**config.mk**
```make
export PLATFORM = sky130hd
export DESIGN_NAME = ddr_wr_seq_flat
export DESIGN_NICKNAME = d
export VERILOG_FILES = /design/src/rtl/ddr_wr_seq_if.sv /design/src/rtl/ddr_wr_seq.sv /design/src/flat_wrapper.sv
export SDC_FILE = /design/constraint.sdc
export NUM_CORES = 1
export LEC_CHECK = 0
export CAP_MARGIN = 5
export CORE_AREA = 2 2 388 390
export DETAILED_ROUTE_END_ITERATION = 16
export DIE_AREA = 0 0 390 392
export HOLD_SLACK_MARGIN = 0.02
export SYNTH_ARGS = -nofsm -noshare
export SYNTH_HDL_FRONTEND = slang
export SYNTH_SLANG_ARGS = --single-unit
export TNS_END_PERCENT = 100
```
**constraint.sdc**
```tcl
create_clock -name axi_aclk -period 4.8 [get_ports axi_aclk]
set_clock_uncertainty 0.1 [all_clocks]
set_input_delay 1.2 -clock axi_aclk [delete_from_list [all_inputs] [get_ports axi_aclk]]
set_output_delay 1.2 -clock axi_aclk [all_outputs]
set_load 0.1 [all_outputs]
```
**src/rtl/ddr_wr_seq_if.sv**
```systemverilog
// ddr_wr_seq_if -- AXI4 write-address, write-data and write-response
// channel bundle between the write sequencer and the memory side.
//   master modport: sequencer side (drives aw*/w*/bready)
//   slave  modport: memory side   (drives awready/wready/bvalid)
interface ddr_wr_seq_if;
  logic [31:0] awaddr;
  logic [7:0]  awlen;
  logic        awvalid;
  logic        awready;
  logic [31:0] wdata;
  logic [3:0]  wstrb;
  logic        wvalid;
  logic        wready;
  logic        wlast;
  logic        bvalid;
  logic        bready;

  modport master (
    output awaddr, awlen, awvalid, wdata, wstrb, wvalid, wlast, bready,
    input  awready, wready, bvalid
  );

  modport slave (
    input  awaddr, awlen, awvalid, wdata, wstrb, wvalid, wlast, bready,
    output awready, wready, bvalid
  );
endinterface

```
**src/rtl/ddr_wr_seq.sv**
```systemverilog
// ddr_wr_seq -- buffers a 32-bit word stream in a FIFO and writes it to
// memory as a sequence of AXI4 INCR bursts of up to BURST_LEN beats.
// Ports:
//   axi_aclk, axi_aresetn   clock, synchronous active-low reset
//   start/base_addr/num_words  transfer request (accepted only when idle)
//   busy, done              transfer status / one-cycle completion pulse
//   s_data/s_valid/s_ready  input word stream into the FIFO
//   axi                     AXI write channels (ddr_wr_seq_if.master)
// Build option: define DDR_WR_SEQ_4K_BOUNDARY_EN to split bursts so none
// crosses a 4 KB address boundary.
module ddr_wr_seq #(
  parameter int unsigned BURST_LEN  = 16,
  parameter int unsigned FIFO_DEPTH = 32
) (
  input  logic         axi_aclk,
  input  logic         axi_aresetn,
  input  logic         start,
  input  logic [31:0]  base_addr,
  input  logic [23:0]  num_words,
  output logic         busy,
  output logic         done,
  input  logic [31:0]  s_data,
  input  logic         s_valid,
  output logic         s_ready,
  ddr_wr_seq_if.master axi
);

  localparam int unsigned AW = $clog2(FIFO_DEPTH);
  localparam logic [AW:0] DEPTH_W = (AW + 1)'(FIFO_DEPTH);

  typedef enum logic [2:0] {IDLE, WAIT_DATA, ADDR, DATA, RESP} state_t;
  state_t state, state_nxt;

  logic [31:0] mem [FIFO_DEPTH];
  logic [AW:0] wr_ptr, rd_ptr, count;
  logic        push, pop, full;
  logic [31:0] addr;
  logic [23:0] remaining;
  logic [8:0]  beats, beat_cnt;
  logic        start_ok, last_beat, last_burst;

  // FIFO: pointers carry one extra wrap bit so count spans 0..FIFO_DEPTH.
  assign count   = wr_ptr - rd_ptr;
  assign full    = (count == DEPTH_W);
  // Gating with reset keeps s_ready low during reset yet high right after.
  assign s_ready = axi_aresetn & ~full;
  assign push    = s_valid & s_ready;
  assign pop     = (state == DATA) & axi.wready;

  // The done cycle is still busy, so a start there is ignored.
  assign start_ok = start & (state == IDLE) & ~busy;

  always_ff @(posedge axi_aclk) begin
    if (push) mem[wr_ptr[AW-1:0]] <= s_data;
  end

`ifdef DDR_WR_SEQ_4K_BOUNDARY_EN
  logic [12:0] room;
  assign room = (13'd4096 - {1'b0, addr[11:0]}) >> 2;
`endif

  // Burst size is derived from the live address/remaining registers; they
  // only change on the response handshake, so it is stable for a burst.
  always_comb begin
    if (remaining > 24'(BURST_LEN)) beats = 9'(BURST_LEN);
    else                            beats = remaining[8:0];
`ifdef DDR_WR_SEQ_4K_BOUNDARY_EN
    if (13'(beats) > room) beats = room[8:0];
`endif
  end

  assign last_beat  = (beat_cnt == beats - 9'd1);
  assign last_burst = (remaining == {15'b0, beats});

  always_comb begin
    state_nxt = state;
    case (state)
      IDLE:      if (start_ok && num_words != '0) state_nxt = WAIT_DATA;
      WAIT_DATA: if (32'(count) >= 32'(beats))    state_nxt = ADDR;
      ADDR:      if (axi.awready)                 state_nxt = DATA;
      DATA:      if (axi.wready && last_beat)     state_nxt = RESP;
      RESP:      if (axi.bvalid)                  state_nxt = last_burst ? IDLE : WAIT_DATA;
      default:                                    state_nxt = IDLE;
    endcase
  end

  always_comb begin
    axi.awaddr  = addr;
    axi.awvalid = 1'b0;
    axi.awlen   = '0;
    axi.wvalid  = 1'b0;
    axi.wdata   = '0;
    axi.wstrb   = '0;
    axi.wlast   = 1'b0;
    axi.bready  = 1'b0;
    case (state)
      ADDR: begin
        axi.awvalid = 1'b1;
        axi.awlen   = 8'(beats - 9'd1);
      end
      DATA: begin
        axi.wvalid = 1'b1;
        axi.wdata  = mem[rd_ptr[AW-1:0]];
        axi.wstrb  = 4'hF;
        axi.wlast  = last_beat;
      end
      RESP:    axi.bready = 1'b1;
      default: ;
    endcase
  end

  always_ff @(posedge axi_aclk) begin
    if (!axi_aresetn) begin
      state     <= IDLE;
      wr_ptr    <= '0;
      rd_ptr    <= '0;
      addr      <= '0;
      remaining <= '0;
      beat_cnt  <= '0;
      busy      <= 1'b0;
      done      <= 1'b0;
    end else begin
      state <= state_nxt;
      done  <= 1'b0;
      if (push) wr_ptr <= wr_ptr + 1'b1;
      if (pop)  rd_ptr <= rd_ptr + 1'b1;

      if (state == ADDR)  beat_cnt <= '0;
      else if (pop)       beat_cnt <= beat_cnt + 9'd1;

      if (done) busy <= 1'b0;
      if (start_ok) begin
        addr      <= base_addr & 32'hFFFF_FFFC;
        remaining <= num_words;
        busy      <= (num_words != '0);
        done      <= (num_words == '0);
      end

      if (state == RESP && axi.bvalid) begin
        addr      <= addr + {21'b0, beats, 2'b00};
        remaining <= remaining - 24'(beats);
        done      <= last_burst;
      end
    end
  end

endmodule

```
**src/flat_wrapper.sv**
```systemverilog
// flat-port wrapper written by rule: the top's interface ports become plain ports
module ddr_wr_seq_flat 
#(
  parameter int unsigned BURST_LEN  = 16,
  parameter int unsigned FIFO_DEPTH = 32
)
  (axi_aclk, axi_aresetn, start, base_addr, num_words, busy, done, s_data, s_valid, s_ready, axi_awaddr, axi_awlen, axi_awvalid, axi_wdata, axi_wstrb, axi_wvalid, axi_wlast, axi_bready, axi_awready, axi_wready, axi_bvalid);
  ddr_wr_seq_if axi_i ();
  input  logic axi_aclk;
  input  logic axi_aresetn;
  input  logic start;
  input  logic [31:0] base_addr;
  input  logic [23:0] num_words;
  output logic busy;
  output logic done;
  input  logic [31:0] s_data;
  input  logic s_valid;
  output logic s_ready;
  output wire logic [$bits(axi_i.awaddr)-1:0] axi_awaddr;
  output wire logic [$bits(axi_i.awlen)-1:0] axi_awlen;
  output wire logic [$bits(axi_i.awvalid)-1:0] axi_awvalid;
  output wire logic [$bits(axi_i.wdata)-1:0] axi_wdata;
  output wire logic [$bits(axi_i.wstrb)-1:0] axi_wstrb;
  output wire logic [$bits(axi_i.wvalid)-1:0] axi_wvalid;
  output wire logic [$bits(axi_i.wlast)-1:0] axi_wlast;
  output wire logic [$bits(axi_i.bready)-1:0] axi_bready;
  input wire logic [$bits(axi_i.awready)-1:0] axi_awready;
  input wire logic [$bits(axi_i.wready)-1:0] axi_wready;
  input wire logic [$bits(axi_i.bvalid)-1:0] axi_bvalid;
  assign axi_awaddr = axi_i.awaddr;
  assign axi_awlen = axi_i.awlen;
  assign axi_awvalid = axi_i.awvalid;
  assign axi_wdata = axi_i.wdata;
  assign axi_wstrb = axi_i.wstrb;
  assign axi_wvalid = axi_i.wvalid;
  assign axi_wlast = axi_i.wlast;
  assign axi_bready = axi_i.bready;
  assign axi_i.awready = axi_awready;
  assign axi_i.wready = axi_wready;
  assign axi_i.bvalid = axi_bvalid;
  ddr_wr_seq #(.BURST_LEN(BURST_LEN), .FIFO_DEPTH(FIFO_DEPTH)) u_core (.axi_aclk(axi_aclk), .axi_aresetn(axi_aresetn), .start(start), .base_addr(base_addr), .num_words(num_words), .busy(busy), .done(done), .s_data(s_data), .s_valid(s_valid), .s_ready(s_ready), .axi(axi_i));
endmodule
```
==> results of run 1 <==
## power groups by stage
stage / clock (mW) / sequential, mW / combinational (mW)
finish: 8.49 / 10.8 / 2.77
floorplan: 0 / 11.3 / 1.52
CTS: 8.68 / 10.8 / 2.78
global route: 9.06 / 10.8 / 2.94
global placement: 0 / 11.0 / 2.74
detailed placement: 0 / 11.0 / 2.75
## layout make-up
type | instances | area [µm²] | area share [%]
multi-input cells | 989 | 11700 | 21.8
clock inverters | 75 | 654 | 1.22
diodes | 2 | 5.00 | 0.00935
well taps | 1944 | 2430 | 4.54
inverters | 24 | 90.1 | 0.168
flip-flops and latches | 1109 | 32500 | 60.6
repair buffers | 285 | 3280 | 6.12
clock buffers | 135 | 2930 | 5.47
## stage by stage
step                power [mW]  area, µm²  worst slack, ns
floorplan                 12.8      44400          -0.0178
global placement          13.8      49900            0.547
detailed placement        13.8      49900            0.509
CTS                       22.3      53500          -0.0765
global route              22.8      53500           -0.152
finish                    22.1      53500           0.0173
## how the worst max path moves through the flow
stage / start / endpoint / slack, ns / cells after the start
CTS: u_core.remaining[0] / axi_wlast / -0.08 / 11
global route: u_core.remaining[0] / axi_wlast / -0.15 / 11
finish: u_core.remaining[0] / axi_wlast / 0.02 / 11
global placement: u_core.remaining[1] / u_core.axi.awaddr[20] / 0.55 / 15
floorplan: u_core.remaining[5] / axi_awlen[5] / -0.02 / 6
detailed placement: u_core.remaining[0] / u_core.axi.awaddr[20] / 0.51 / 15
## logic make-up (layout without fill, tap and decap cells)
kind of cell	count (synthesis)	count (layout)	synth area share (%)
AOI/OAI and AO/OA	191	191	2.88
adders and majority gates	30	30	0.868
DFF	1109	1109	73.1
muxes	358	358	17.1
buffers and inverters	148	519	1.33
and+or+nand+nor	373	373	4.15
other	2	10	0.0169
xor gates and xnor gates	29	29	0.572
## worst max-delay path: stages (launching register included)
cell and delay (ns):
dfxtp_2 0.36, or4_4 0.58, and2_4 0.21, nor3_4 0.18, nand2_2 0.12, ha_4 0.20
xnor2_1 0.14, nor3_1 0.15, o21ai_1 0.09, a2111o_1 0.34, nor3_4 0.19, buf_12 0.21
## per-layer routing
metal / vias up / wire length, µm / track usage (%)
met1: 12300 / 50600 / 21.0
met3: 161 / 7450 / 2.57
li1: 9877 / - / -
met2: 856 / 55200 / 24.0
met5: - / 24 / 0
met4: 4 / 2280 / 3.64
## state kept, by name (all words and copies together), names as in the netlist, named ones only
name	flops
u_core.beat_cnt	9
u_core.done	1
u_core.axi.awaddr	30
u_core.wr_ptr	6
u_core.state	3
u_core.rd_ptr	6
u_core.mem	1024
u_core.remaining	24
u_core.busy	1
## cell usage in the layout (no fill, tap or decap), types with 10 or more instances in the layout
master,n
clkinv_2,22
nor2_4,32
nand2_1,63
clkbuf_1,21
mux4_2,320
xnor2_1,15
edfxtp_1,1024
inv_1,23
mux2i_1,34
clkdlybuf4s50_1,125
buf_4,94
a31oi_1,15
clkinv_1,27
a21oi_1,60
nor4_1,17
ha_1,25
dfxtp_1,78
clkbuf_16,115
nor2b_1,10
buf_12,62
o21ai_0,25
nand4_1,11
nand3_1,30
nor2_1,117
nor3_1,23
xor2_1,14
## timing repair
| item | CTS | global route |
|---|---|---|
| cloned | 0 | 1 |
| pin swaps | 2 | 1 |
| setup endpoints to repair | 13 | 7 |
| setup buffers | 2 | 0 |
| gates resized for setup | 9 | 5 |
==> out/qor.yml, run 1 <==
outcome: "finished, final reports clean"
dieArea_um2: 153000
hold_path_depth: 2
fin_crit_ns: 4.78
viasPerCell: 5.09
seqPwrFrac_pct: 49.0
gr-usage-all-layers_pct: 14.9
cts_buffer_depth: 3
critPathLaunchType: "flop"
drc: 0
n_fill_cell: 13700
drv_slew: 0
clock-root-buffer: "clkbuf_16"
yosysMostFrequentCell: "edfxtp_1"
p_clk_share_pct: 38.5
min_path_type: "reg -> reg"
die_w_um: 390
totalWireLength_um: 116000
maxCapViolations: 0
ys_async_sr_fraction_pct: 0
syn_to_final_growth_pct: 20.6
antenna_found_initial: 6
irDropWorstVdd_uv: 326
portBuffers: 173
worstSetupPathType: "reg -> out"
synth_top_area_share_pct: 69.3
synth_area_leaders: "edfxtp_1, mux4_2, dfxtp_1"
vias: 23200
whs_endpoint: "u_core.remaining[21]"
final-setup-viol-count: 0
synth_cells: 2240
place_congestion: 0.804
slew_headroom_pct: 24.0
gr-total-overflow: 0
post-synth-top-area-cell: "edfxtp_1"
p_int_mw: 16.3
leakage_nw: 16.2
reg2reg_from: "u_core.remaining[0]"
place_hpwl_um: 66100
required_ns: 3.50
post_synth.cell_area_avg_um2: 19.8
synthDistinctLibCells: 80
rr_worst_depth: 15
ys_seq_area_share_pct: 73.1
dp_cells: 4348
tritoncts: "yes"
start_util_pct: 29.8
r2r_slack_ns: 0.40
fmax_ghz: 0.209
synth_edf_count: 1024
postCtsHoldBufs: 0
ant_nets: 0
io_pins: 178
holdWs_ns: 0.382
cp-end-kind: "output port"
grt_max_degree: 70
syn_area_um2: 44400
path_clk_slew_ns: 0.06
holdCritStartpoint: "u_core.remaining[21]"
drt_first_iter_violations: 2395
cp.arrival_ns: 3.48
h-tree-depth: 3
synth-warning-count: 0
final_core_util_pct: 36.0
critPathMaxFanout: 7
power.density_nw_per_um2: 413
tns_ns: 0
cts_made_buffers: 114
finalCritPeriodShare_pct: 99.6
ys.flop_type: "edfxtp_1"
wl_per_cell_um: 25.3
hold_viol: 0
rsz0062_at_grt: "yes"
fin_nets: 2646
ys_top_cells_by_count: "edfxtp_1, mux4_2, nor2_1"
dr.pass1.iters: 6
swShare_pct: 26.3
clk_latency_ns: 0.72
clkSinkCount: 1109
first_global_vias: 23100
tightestPinTransition_ns: 1.14
synth_seq_cells: 1109
design.core.area_um2: 149000
reg2reg_to: "u_core.axi.awaddr[20]"
placementRows: 142
grt_pass1_wl_um: 165000
combPwrFrac_pct: 12.5
die_h_um: 392
drive_gt1_share_pct: 27.3
switchingPower_mw: 5.81
instances_no_fill: 4563
No activity file was read; power rests on OpenSTA's default activity.
==> run 2, diff against run 1 <==
--- a/config.mk
+++ b/config.mk
@@ -7,6 +7,7 @@
 export LEC_CHECK = 0
 export CAP_MARGIN = 5
 export CORE_AREA = 2 2 388 390
+export CTS_BUF_LIST = sky130_fd_sc_hd__clkbuf_8
 export DETAILED_ROUTE_END_ITERATION = 16
 export DIE_AREA = 0 0 390 392
 export HOLD_SLACK_MARGIN = 0.02
==> out/qor.yml, run 2 (synthesis gave the netlist of run 1 again) <==
outcome: "complete, but fails checks"
violations: "negative setup slack"
slowest_stage: "or4_4"
cp.arrival_ns: 3.58  # +0.10 ns
vias: 23900  # +3.0%
slew_headroom_pct: 26.5  # +2.5 points
path_cells: "or4_4, and2_4, nor3_4, nand2_2, ha_4, xnor2_2, o21a_1, o21ai_1, a2111o_1, nor3_4, buf_12"
final_common_cell: "edfxtp_1"
critPathLaunchType: "flop"
crit_top_cell: "nor3_4"
cp-end-kind: "output port"
tritoncts: "yes"
hold_viol: 0  # unchanged
dieArea_um2: 153000  # unchanged
p_clk_share_pct: 36.5  # -2.0 points
rsz0062_at_grt: "yes"
clkSinkCount: 1109  # unchanged
first_global_vias: 24100  # +4.1%
critPathMaxFanout: 3  # -4
instances_no_fill: 4724  # +3.5%
place_hpwl_um: 66100  # unchanged
worstSetupPathType: "reg -> out"
grt_max_degree: 70  # unchanged
viasPerCell: 5.06  # -0.54%
combPwrFrac_pct: 13.6  # +1.1 points
portBuffers: 173  # unchanged
start_util_pct: 29.8  # unchanged
fin_nets: 2763  # +4.4%
cts_buffer_depth: 3  # unchanged
design.core.area_um2: 149000  # unchanged
clock-root-buffer: "clkbuf_8"
grt_pass1_wl_um: 170000  # +2.6%
min_path_type: "reg -> reg"
place_congestion: 0.804  # unchanged
h-tree-depth: 4  # +1
layout_common_cells: "edfxtp_1, mux4_2, clkbuf_8, clkdlybuf4s50_1, nor2_1"
fin_ws_ns: -0.0759  # -0.0931 ns
postCtsHoldBufs: 0  # unchanged
drv_slew: 0  # unchanged
slowest_delay_ns: 0.51  # -0.07 ns
seqPwrFrac_pct: 49.9  # +0.9 points
largest_reg_flops: 1024  # unchanged
holdWs_ns: 0.381  # -0.000840 ns
placementRows: 142  # unchanged
finalCritPeriodShare_pct: 102  # +1.9 points
n_fill_cell: 13700  # -0.22%
totalWireLength_um: 119000  # +3.1%
io_pins: 178  # unchanged
required_ns: 3.50  # about the same
dr.pass1.iters: 6  # unchanged
antenna_found_initial: 7  # +1
gr-usage-all-layers_pct: 15.4  # +0.51 points
dp_cells: 4348  # unchanged
path_clk_slew_ns: 0.06  # about the same
tightestPinTransition_ns: 1.10  # -0.0381 ns
fin_crit_ns: 4.88  # +0.0931 ns
irDropWorstVdd_uv: 217  # -33%
drive_gt1_share_pct: 30.9  # +3.6 points
ant_nets: 0  # unchanged
r2r_slack_ns: 0.42  # +0.02 ns
switchingPower_mw: 5.97  # +2.9%
maxCapViolations: 0  # unchanged
p_int_mw: 15.7  # -3.3%
drc: 0  # unchanged
cts_made_buffers: 183  # +61%
die_w_um: 390  # unchanged
power.density_nw_per_um2: 398  # -3.6%
gr-total-overflow: 0  # unchanged
fmax_ghz: 0.205  # -1.9%
die_h_um: 392  # unchanged
clk_latency_ns: 0.92  # +0.20 ns
syn_to_final_growth_pct: 23.1
wl_per_cell_um: 25.2  # -0.40%
drt_first_iter_violations: 2445  # +2.1%
final-setup-viol-count: 1  # +1
leakage_nw: 17.0  # +4.7%
swShare_pct: 27.5  # +1.2 points
## run 2: cell count changes in the layout (fill, tap and decap cells not counted), sizes merged
cell / before / now
inv: 28 / 98
clkbuf: 136 / 190
buf: 159 / 204
clkinv: 57 / 52
clkinvlp: 9 / 4
bufbuf: 0 / 2
## run 2: routing by layer
metal / share of wire, % / vias to the layer above / track usage [%]
met4: 2.1 / 6 / 4.47
li1: - / 10100 / -
met1: 43 / 12700 / 21.0
met5: 0.034 / - / 0
met3: 7.4 / 191 / 3.52
met2: 48 / 910 / 24.7
## run 2: timing repair
action / in CTS / in global routing
buffers inserted: 28 / 10
setup endpoints to repair: 34 / 23
pin swaps: 14 / 8
gates cloned: 15 / 2
resized for setup: 90 / 25
## run 2: worst max-delay path: cells and delay by family (launching register included)
family,cells,cell delay (ns)
AND/OR/NAND/NOR,5,1.19
AO/OA/AOI/OAI,3,0.56
flip-flops,1,0.34
buffers and inverters,1,0.21
adder cells (fa/ha/maj),1,0.19
XOR/XNOR,1,0.16
## run 2: final timing paths
kind                                            from                    end  depth (start not counted)
worst max-delay path             u_core.remaining[1]              axi_wlast                         11
worst min-delay path            u_core.remaining[21]   u_core.remaining[21]                          2
worst max register to register   u_core.remaining[1]  u_core.axi.awaddr[20]                         16
worst min register to register  u_core.remaining[21]   u_core.remaining[21]                          2
## run 2: power groups by stage
stage / clock network, mW / logic (mW) / registers [mW]
6_report: 7.93 / 2.96 / 10.8
5_1_grt: 8.57 / 3.13 / 10.8
4_1_cts: 8.13 / 2.94 / 10.8
3_5_place_dp: 0 / 2.75 / 11.0
3_3_place_gp: 0 / 2.74 / 11.0
2_1_floorplan: 0 / 1.52 / 11.3
## run 2: stage by stage
step                cell area, µm²  total power, mW  utilization (%)  setup TNS [ns]  setup WS (ns)
floorplan                    44400             12.8                -         -0.0356        -0.0178
global placement             49900             13.8             33.5               0          0.547
detailed placement           49900             13.8             33.5               0          0.509
CTS                          54400             21.9             36.5          -0.793         -0.280
global route                 54600             22.5             36.7          -0.255         -0.255
finish                       54600             21.7             36.7         -0.0759        -0.0759
## run 2: cell type report
class | instances | area (µm²) | share of cell area [%]
clock buffers | 188 | 2590 | 4.74
inverters | 24 | 90.1 | 0.165
clock inverters | 135 | 905 | 1.66
flip-flops and latches | 1109 | 32500 | 59.4
well taps | 1944 | 2430 | 4.45
multi-input cells | 989 | 11900 | 21.8
repair buffers | 333 | 4230 | 7.74
diodes | 2 | 5.00 | 0.00916
==> run 3, diff against run 2 <==
--- a/config.mk
+++ b/config.mk
@@ -10,6 +10,7 @@
 export CTS_BUF_LIST = sky130_fd_sc_hd__clkbuf_8
 export DETAILED_ROUTE_END_ITERATION = 16
 export DIE_AREA = 0 0 390 392
+export GPL_TIMING_DRIVEN = 0
 export HOLD_SLACK_MARGIN = 0.02
 export SYNTH_ARGS = -nofsm -noshare
 export SYNTH_HDL_FRONTEND = slang
==> out/qor.yml, run 3 (synthesis gave the netlist of run 1 again) <==
outcome: "complete, but fails checks"
violations: "negative setup slack"
min_path_type: "reg -> reg"
cts_made_buffers: 178  # -2.7%
irDropWorstVdd_uv: 221  # +1.7%
hold_path_depth: 2  # unchanged
first_global_vias: 24300  # +0.75%
power.density_nw_per_um2: 393  # -1.1%
ant_nets: 0  # unchanged
io_pins: 178  # unchanged
clock-root-buffer: "clkbuf_8"
cp.arrival_ns: 3.62  # +0.04 ns
wl_per_cell_um: 25.6  # +1.5%
fin_total_pwr_mw: 21.3  # -1.8%
grt_pass1_wl_um: 172000  # +1.7%
switchingPower_mw: 5.98  # +0.16%
clkSinkCount: 1109  # unchanged
required_ns: 3.50  # about the same
seqPwrFrac_pct: 50.8  # +0.9 points
drv_slew: 0  # unchanged
slew_headroom_pct: 22.8  # -3.7 points
viasPerCell: 5.06  # about the same
critPathMaxFanout: 7  # +4
drive_gt1_share_pct: 29.6  # -1.3 points
clk_latency_ns: 0.87  # -0.05 ns
cts_buffer_depth: 3  # unchanged
vias: 24200  # +1.1%
dr.pass1.iters: 8  # +2
h-tree-depth: 4  # unchanged
gr-usage-all-layers_pct: 15.7  # +0.29 points
layout_common_cells: "edfxtp_1, mux4_2, clkbuf_8, clkdlybuf4s50_1, nor2_1"
n_fill_cell: 13700  # -0.058%
fin_ws_ns: -0.124  # -0.0478 ns
maxCapViolations: 0  # unchanged
die_w_um: 390  # unchanged
pre_cts_slack_ns: -1.55  # -2.06 ns
fin_crit_ns: 4.92  # +0.0478 ns
rsz0062_at_grt: "yes"
final_common_cell: "edfxtp_1"
tritoncts: "yes"
drc: 0  # unchanged
dieArea_um2: 153000  # unchanged
p_clk_share_pct: 35.1  # -1.4 points
gr-total-overflow: 0  # unchanged
totalWireLength_um: 122000  # +2.5%
largest_reg_flops: 1024  # unchanged
critPathLaunchType: "flop"
cp-end-kind: "output port"
place_congestion: 0.860  # +6.9%
start_util_pct: 29.8  # unchanged
combPwrFrac_pct: 14.1  # +0.5 points
drt_first_iter_violations: 2505  # +2.5%
rr_worst_depth: 12  # -4
place_hpwl_um: 78500  # +19%
path_clk_slew_ns: 0.06  # about the same
worstSetupPathType: "reg -> out"
finalCritPeriodShare_pct: 103  # +0.99 points
tightestPinTransition_ns: 1.15  # +0.0554 ns
grt_max_degree: 33  # -53%
swShare_pct: 28.1  # +0.56 points
fin_nets: 2810  # +1.7%
design.core.area_um2: 149000  # unchanged
syn_to_final_growth_pct: 22.2
leakage_nw: 16.8  # -1.2%
p_int_mw: 15.3  # -2.6%
portBuffers: 172  # -0.58%
antenna_found_initial: 5  # -2
hold_viol: 0  # unchanged
die_h_um: 392  # unchanged
final-setup-viol-count: 1  # unchanged
placementRows: 142  # unchanged
fmax_ghz: 0.203  # -0.97%
==> run 3: changes by cell type in the layout (fill, tap and decap cells not counted), moves of 10 or more <==
cell | before | now
buf_16 | 24 | 0
buf_4 | 103 | 61
clkbuf_1 | 0 | 37
clkbuf_2 | 0 | 12
clkbuf_4 | 0 | 20
clkinv_1 | 30 | 54
inv_1 | 86 | 75
mux2i_1 | 19 | 29
==> run 3: final timing paths <==
path	from	to	slack, ns
worst min-delay path	u_core.wr_ptr[5]	u_core.wr_ptr[5]	0.39
worst max register to register	u_core.wr_ptr[0]	u_core.mem[3][23]	0.19
worst min register to register	u_core.wr_ptr[5]	u_core.wr_ptr[5]	0.39
worst max-delay path	u_core.remaining[17]	axi_wlast	-0.12
==> run 3: area by class of cell <==
type                    count  area (µm²)  area share (%)
well taps                1944        2430            4.48
clock buffers             180        2480            4.57
plain buffers             120        1110            2.04
clock inverters           141         733            1.35
flip-flops and latches   1109       32500            59.8
multi-input cells         989       11800            21.8
inverters                  24        90.1           0.166
repair buffers            265        3110            5.73
diodes                      1        2.50         0.00461
==> run 3: metal layers <==
metal | global-route usage, % | vias to the layer above | part of all wire, %
li1 | - | 10200 | -
met3 | 3.32 | 178 | 7.5
met5 | 0 | - | 0.0057
met4 | 4.74 | 2 | 2.1
met2 | 25.6 | 1072 | 49
met1 | 21.0 | 12700 | 42
==> run 3: stage by stage <==
step | cell area [µm²] | cells | hold WS [ns] | util (%) | setup TNS [ns]
final | 54200 | 4773 | 0.391 | 36.4 | -0.124
after global routing | 54200 | 4773 | 0.420 | 36.4 | -0.452
after CTS | 53600 | 4736 | 0.394 | 36.0 | -0.414
after detailed placement | 49500 | 4395 | 0.384 | 33.2 | -49.01
after global placement | 48600 | 4362 | 0.377 | 32.6 | -2050.02
after floorplan | 44400 | 2246 | 0.357 | - | -0.0356
==> run 3: power by group through the flow <==
stage | combinational (mW) | clock, mW | sequential, mW
CTS | 2.90 | 7.65 | 10.8
detailed placement | 2.77 | 0 | 11.0
finish | 3.01 | 7.49 | 10.8
global placement | 2.74 | 0 | 11.0
floorplan | 1.52 | 0 | 11.3
global route | 3.17 | 8.08 | 10.8
==> run 3: what timing repair did <==
| action | in CTS | in global routing |
|---|---|---|
| cloned | 1 | 1 |
| hold buffers | 0 | 0 |
| setup endpoints to repair | 89 | 409 |
| pin swaps | 16 | 24 |
| setup buffers | 22 | 36 |
| gates resized for setup | 540 | 69 |
==> run 3: worst max-delay path, cell delays in order, from the launching register on <==
cell and delay (ns):
dfxtp_1 0.33, nor4_2 0.34, buf_4 0.20, nand2_4 0.09
nor3_4 0.24, buf_6 0.14, nand2_4 0.05, ha_4 0.19
xnor2_4 0.13, nor3_2 0.16, o21ai_1 0.08, a2111o_1 0.33
nor3_4 0.23, buf_12 0.21
==> variant, RTL diff (config.mk and constraints of run 1) <==
The option `DDR_WR_SEQ_4K_BOUNDARY_EN` is turned on by a define.
--- a/src/rtl/ddr_wr_seq.sv
+++ b/src/rtl/ddr_wr_seq.sv
@@ -9,4 +9,6 @@
 // Build option: define DDR_WR_SEQ_4K_BOUNDARY_EN to split bursts so none
 // crosses a 4 KB address boundary.
+`define DDR_WR_SEQ_4K_BOUNDARY_EN
+
 module ddr_wr_seq #(
   parameter int unsigned BURST_LEN  = 16,
Check against the original RTL: not settled (the Yosys comparison gave no result); the edit may change what the design does.
==> variant against run 1 <==
  * The run now ends with setup timing left
  * Setup slack lost 1600 ps
  * Count of clock-buffer cells in the layout shrank 1
  * Cell area grew 5.9%
  * Global-route usage grew 0.60 points
  * Synthesized area grew 2.1%
  * Via count grew 7.4%
  * Utilization grew 2.1 points
  * Sequential cell count is the same
  * Wire length grew 3.6%
  * Die area is the same
  * Largest cell class unchanged
Power is not compared: it rests on default switching activity, and its combinational part moved more than twofold at a synthesized area within 25%.
==> variant: results (changes against run 1) <==
| Metric | Value |
|---|---|
| Gr usage total | 15.5% (+0.60 points) |
| Worst r2r src | u_core.axi.awaddr[5] |
| Setup-failing EPs final | 50 (+50) |
| Number of nets in the layout | 2985 (+13%) |
| Met3 Usage GRT | 2.12% (-0.45 points) |
| Ratio of cells with drive above 1 in the final layout | 33.9% (+6.6 points) |
| Worst reg-to-reg setup slack | -570 ps (-970 ps) |
| CP peak stage delay | 480 ps (-100 ps) |
| Num CTS Buffers | 109 (-4.4%) |
| FILL cells | 13536 (-1.3%) |
| Slack of the critical path | -1620 ps (-1640 ps) |
| Failing checks | setup timing |
| Status | finished, violations left |
| DRT Wirelength | 120000 µm (+3.6%) |
| Post-synthesis compound-gate area fraction | 3.68% (+0.80 points) |
| Critical path peak fanout | 4 (-3) |
| Sequential cell area fraction in the yosys report | 71.6% (-1.5 points) |
| Synth cell count leaders | 1024 x edfxtp_1, 320 x mux4_2, 156 x nor2_1, 94 x clkbuf_1 |
| Hold wc startpoint | u_core.remaining[17] |
| Hold EP | u_core.remaining[17] |
| Global-route wire length before repair | 175000 µm (+5.6%) |
| Gp weighted congestion | 0.819 (+1.8%) |
| Met2 usage | 25.6% (+1.6 points) |
| Post-synthesis xor/xnor area fraction | 0.928% (+0.36 points) |
| Worst endpoint data arrival time | 5120 ps (+1640 ps) |
| Initial antenna violation count | 3 (-3) |
| Post-CTS Resized | 45 (+36) |
## variant: metal layers
| metal | part of all wire [%] | routed length, µm |
|---|---|---|
| met4 | 2.2 | 2630 |
| met1 | 43 | 51800 |
| met2 | 49 | 58600 |
| met5 | 0.010 | 12 |
| met3 | 5.6 | 6650 |
## variant: through the flow
| step | instances | util, % | hold WS [ps] | cell area [µm²] |
|---|---|---|---|---|
| CTS | 4858 | 37.7 | 405 | 56100 |
| global route | 4878 | 38.1 | 436 | 56700 |
| global placement | 4637 | 35.0 | 390 | 52200 |
| floorplan | 2389 | - | 371 | 45600 |
| finish | 4878 | 38.1 | 398 | 56700 |
| detailed placement | 4637 | 35.0 | 397 | 52200 |
## variant: layout make-up
type	instances	share of cell area (%)
antenna	1	0.00441
timing repair buffer	473	8.71
tap	1944	4.29
multi-input combinational	1107	23.1
sequential	1109	57.3
inverter	42	0.287
clock inverter	68	1.23
clock buffer	134	5.09
